**src/rtl/playback_sequencer.sv**
```systemverilog
// playback_sequencer: sequences the stereo PCM playback path between the
// sample FIFO and the sigma-delta DACs. It pre-fills the FIFO, paces FIFO
// reads with the sample-rate tick, falls back to pre-fill on underrun, holds
// the DACs in reset while not playing and drives UART flow control with
// hysteresis.
// Optional feature macro: PLAYBACK_SEQ_UNDERRUN_COUNT_EN adds a saturating
// 16-bit underrun counter output (underrun_count).
module playback_sequencer #(
    parameter int FILL_BITS   = 12,
    parameter int START_LEVEL = 2048,
    parameter int LO_MARK     = 1024,
    parameter int HI_MARK     = 3072
) (
    input  logic                 clk,
    input  logic                 resetn,
    input  logic                 play_en,
    input  logic                 sample_tick,
    input  logic [FILL_BITS-1:0] fifo_fill,
    input  logic                 fifo_empty,
    input  logic                 fifo_full,
    output logic                 fifo_rd_en,
    output logic                 dac_reset,
    output logic                 tx_allow,
    output logic                 playing,
`ifdef PLAYBACK_SEQ_UNDERRUN_COUNT_EN
    output logic [15:0]          underrun_count,
`endif
    output logic                 underrun
);

    // Thresholds truncated to the width of the fill input; all compares are unsigned.
    localparam logic [FILL_BITS-1:0] START_T = FILL_BITS'(START_LEVEL);
    localparam logic [FILL_BITS-1:0] LO_T    = FILL_BITS'(LO_MARK);
    localparam logic [FILL_BITS-1:0] HI_T    = FILL_BITS'(HI_MARK);

    typedef enum logic [1:0] {
        S_IDLE,
        S_PREFILL,
        S_PLAY
    } state_e;

    state_e state_q;
    logic   rd_en_q;
    logic   dac_reset_q;
    logic   tx_allow_q;
    logic   playing_q;
    logic   underrun_q;

    // Playback FSM with registered outputs; play_en=0 overrides every other transition.
    // NOTE: sequential state uses non-blocking assignments so every register sees pre-edge values.
    always_ff @(posedge clk or negedge resetn) begin
        if (!resetn) begin
            state_q     <= S_IDLE;
            rd_en_q     <= 1'b0;
            dac_reset_q <= 1'b1;
            playing_q   <= 1'b0;
            underrun_q  <= 1'b0;
        end else begin
            // Strobes default low so they are single-cycle pulses.
            rd_en_q    <= 1'b0;
            underrun_q <= 1'b0;
            if (!play_en) begin
                state_q     <= S_IDLE;
                dac_reset_q <= 1'b1;
                playing_q   <= 1'b0;
            end else begin
                unique case (state_q)
                    S_IDLE: begin
                        state_q <= S_PREFILL;
                    end
                    S_PREFILL: begin
                        // Ticks are ignored here, so a tick on the entry cycle never reads.
                        if (fifo_fill >= START_T || fifo_full) begin
                            state_q     <= S_PLAY;
                            dac_reset_q <= 1'b0;
                            playing_q   <= 1'b1;
                        end
                    end
                    S_PLAY: begin
                        if (sample_tick) begin
                            if (fifo_empty) begin
                                underrun_q  <= 1'b1;
                                state_q     <= S_PREFILL;
                                dac_reset_q <= 1'b1;
                                playing_q   <= 1'b0;
                            end else if (!rd_en_q) begin
                                // Back-to-back ticks never produce back-to-back reads.
                                rd_en_q <= 1'b1;
                            end
                        end
                    end
                    default: begin
                        state_q     <= S_IDLE;
                        dac_reset_q <= 1'b1;
                        playing_q   <= 1'b0;
                    end
                endcase
            end
        end
    end

    // Flow control with hysteresis; a full FIFO closes it even when the fill count wraps to 0.
    always_ff @(posedge clk or negedge resetn) begin
        if (!resetn) begin
            tx_allow_q <= 1'b1;
        end else if (fifo_full || fifo_fill >= HI_T) begin
            tx_allow_q <= 1'b0;
        end else if (fifo_fill <= LO_T) begin
            tx_allow_q <= 1'b1;
        end
    end

`ifdef PLAYBACK_SEQ_UNDERRUN_COUNT_EN
    logic [15:0] underrun_count_q;
    logic [15:0] underrun_count_d;

    // Next count: cleared when a new session leaves IDLE, saturating increment on underrun.
    // NOTE: every always_comb output gets a default first so no latch can be inferred.
    always_comb begin
        underrun_count_d = underrun_count_q;
        if (play_en && state_q == S_IDLE) begin
            underrun_count_d = 16'd0;
        end else if (play_en && state_q == S_PLAY && sample_tick && fifo_empty
                     && underrun_count_q != 16'hFFFF) begin
            underrun_count_d = underrun_count_q + 16'd1;
        end
    end

    // Underrun counter register.
    always_ff @(posedge clk or negedge resetn) begin
        if (!resetn) begin
            underrun_count_q <= 16'd0;
        end else begin
            underrun_count_q <= underrun_count_d;
        end
    end

    assign underrun_count = underrun_count_q;
`endif

    assign fifo_rd_en = rd_en_q;
    assign dac_reset  = dac_reset_q;
    assign tx_allow   = tx_allow_q;
    assign playing    = playing_q;
    assign underrun   = underrun_q;

endmodule
```
**config.mk**
```make
export PLATFORM = sky130hd
export DESIGN_NAME = playback_sequencer
export DESIGN_NICKNAME = d
export VERILOG_FILES = /design/src/rtl/playback_sequencer.sv
export SDC_FILE = /design/constraint.sdc
export NUM_CORES = 1
export LEC_CHECK = 0
export ABC_AREA = 1
export BUFFER_PORTS_ARGS = -buffer_cell sky130_fd_sc_hd__clkbuf_2
export CORE_AREA = 2 2 39 41
export CTS_BUF_LIST = sky130_fd_sc_hd__clkbuf_16
export CTS_CLUSTER_SIZE = 20
export DETAILED_ROUTE_END_ITERATION = 6
export DIE_AREA = 0 0 41 43
export PLACE_DENSITY = 0.62
export SLEW_MARGIN = 10
export SYNTH_ARGS = -nofsm -noshare
export SYNTH_HDL_FRONTEND = slang
export SYNTH_SLANG_ARGS = --single-unit
```
**constraint.sdc**
```tcl
create_clock -name clk -period 1.1 [get_ports clk]
set_input_delay 0.11 -clock clk [delete_from_list [all_inputs] [get_ports clk]]
set_output_delay 0.11 -clock clk [all_outputs]
set_load 0.005 [all_outputs]
```
==> results.ini <==
[cells_and_area]
diodes = 0
nFillCells = 143
nets = 97
area_delta_synth_final_pct = 58.5
drive_gt1_share_pct = 47.4

[floorplanning]
core_um2 = 1380
boundaryPins = 23
dieArea_um2 = 1760
start_util_pct = 28.3
die_x_um = 41
die_y_um = 43
fp-row-count = 14

[setup_path]
start_kind = flip-flop
cp_common_cell = nand2_2
startpoint = state_q[1]
critPathKind = reg -> reg
cp.arrival_ns = 1.12
critPathMaxFanout = 3
path_buf_inv = 1
crit_required_ns = 1.21
crit_slowest_cell = dfrtp_1
crit_path_cell_trace = inv_2, nand2_2, nor2_4, nand2_2, nand3_2, nand2_1
rr_startpoint = state_q[1]
slowest_delay_ns = 0.38
critPathCaptureType = flip-flop
critical-path-top-delay-family = simple AND/OR/NAND/NOR gates

[hold_path]
hp-class = in -> reg
min_from = fifo_empty

[clock_tree]
numCtsBuffers = 3
htreeDepth = 1
insertion_delay_ns = 0.23
cts_tree = done
clk_pin_slew_ns = 0.04
cts_max_path_buffers = 2
clkSinkCount = 7
root_buffer = clkbuf_16

[grt]
grt_usage_pct = 12.5
grt_pass1_vias = 365
grt_antenna_before_repair = 0
overflow = 0
grt_pass1_wl_um = 1390
grt_max_degree = 8

[synth]
syn_inst = 51
synth-seq-cells = 7
syn_area_per_cell_um2 = 7.68
synth_warnings = 0
seq_area_frac_synth_pct = 45.4
netlist_area_um2 = 392
synthesis.nets = 69
synth_cell_type_count = 17

[sta]
slew_violations = 0
period_minus_slack_ns = 1.01
tightest_slew_ns = 0.184
worst_slack_ns = 0.0899
tns_ns = 0
max_freq_mhz = 990
slew_headroom_pct = 87.7
final.setup_skew_ns = 0.00361
hold_viol = 0
rsz0062_at_grt = false
setup_viol = 0
finalCritPeriodShare_pct = 91.8

[job]
maxCapViolations = 0

[placed_design]
gp_congestion = 0.702
port_buffers = 22
place_ws_ns = 0.0790
dp_hpwl_um = 692

[route]
vias_per_cell = 4.21
ant_nets = 0
remaining_drc_errors = 0
drt_iter0_drc = 15
routed-via-count = 396
firstDrtPassIters = 2
wirelength_um = 851
drt-wirelength-per-cell_um = 9.05

[power]
peakVddDrop_mv = 0.894
p_total_mw = 1.06
leakagePower_nw = 0.358
power_density_nw_per_um2 = 1710

[status]
outcome = finished, final reports clean

## worst register-to-register path, delay by kind of cell (launching register included)
family / cells / cell delay, ns
and+or+nand+nor: 5 / 0.43
buffers and inverters: 1 / 0.10
DFF: 1 / 0.38
## layout make-up
| cell class | count | area [um^2] | share of cell area, % |
|---|---|---|---|
| flip-flops and latches | 7 | 178 | 28.6 |
| clock inverters | 1 | 3.75 | 0.605 |
| clock buffers | 3 | 75.1 | 12.1 |
| multi-input cells | 35 | 190 | 30.6 |
| well taps | 16 | 20.0 | 3.23 |
| inverters | 9 | 33.8 | 5.44 |
| repair buffers | 23 | 120 | 19.4 |
## per-stage QoR
| stage | instances | hold WS [ns] | utilization (%) | instance area, um^2 |
|---|---|---|---|---|
| CTS | 94 | 0.0545 | 44.1 | 611 |
| global route | 94 | 0.0609 | 44.8 | 621 |
| floorplan | 51 | -0.186 | - | 392 |
| global placement | 89 | -0.0437 | 37.7 | 522 |
| finish | 94 | 0.0551 | 44.8 | 621 |
| detailed placement | 89 | -0.0419 | 37.7 | 522 |
## synthesized netlist by cell type
library cell | number | share of area [%]
nand2_2 | 4 | 6.4
a21boi_1 | 1 | 1.9
nor2_4 | 1 | 2.9
a21o_1 | 1 | 1.9
nor2_2 | 1 | 1.6
o21bai_1 | 1 | 1.9
nor3_1 | 2 | 2.6
dfrtp_1 | 5 | 32
inv_1 | 7 | 6.7
nor2_1 | 7 | 6.7
nand2_1 | 11 | 11
inv_2 | 2 | 1.9
a21oi_1 | 1 | 1.3
nand2_4 | 1 | 2.9
dfstp_2 | 2 | 13
nand3_1 | 3 | 3.8
and2_0 | 1 | 1.6
## sequential cells by signal (all words and copies together), names as in the netlist
signal,cells
dac_reset,1
state_q,2
underrun,1
playing,1
tx_allow,1
fifo_rd_en,1
## final timing paths
kind | to | slack, ns | cells after the start
worst max-delay path | state_q[1] | 0.09 | 6
worst min-delay path | fifo_rd_en | 0.06 | 2
worst max register to register | state_q[1] | 0.09 | 6
worst min register to register | fifo_rd_en | 0.42 | 1
max in group asynchronous | dac_reset | 0.61 | 2
min in group asynchronous | fifo_rd_en | 0.25 | 2
## routing by layer
metal	track usage (%)	part of all wire [%]	vias to the layer above	wire length, um
met4	8.00	1.5	0	13
met2	20.0	56	5	478
met1	12.7	40	179	344
li1	-	-	210	-
met5	0	0	-	0
met3	4.71	1.8	2	15
## logic make-up after synthesis
| family | share of synthesized area [%] |
|---|---|
| compound gates | 7.03 |
| buf+inv | 8.63 |
| flops | 45.4 |
| simple gates | 39.0 |
## power by group
| group | total [mW] | switching, mW | internal (mW) |
|---|---|---|---|
| sequential | 0.303 | 0.0134 | 0.289 |
| clock | 0.605 | 0.132 | 0.472 |
| combinational | 0.151 | 0.0825 | 0.0685 |
## cell usage in the layout (no fill, tap or decap), drive strengths merged
cell type / n
inv: 10
a21boi: 1
a21o: 1
dfrtp: 5
nand3: 3
nor3: 2
and2: 1
nor2: 9
a21oi: 1
o21bai: 1
nand2: 16
dfstp: 2
dlygate4sd3: 1
clkbuf: 25
## what timing repair did
item | 4_1_cts | 5_1_grt
resized for setup | 0 | 2
endpoints found under the setup margin | 0 | 2
hold buffers | 1 | 0
buffers inserted | 0 | 0
hold endpoints to repair | 7 | 0
Note: power is estimated with default switching activity, not from simulation.
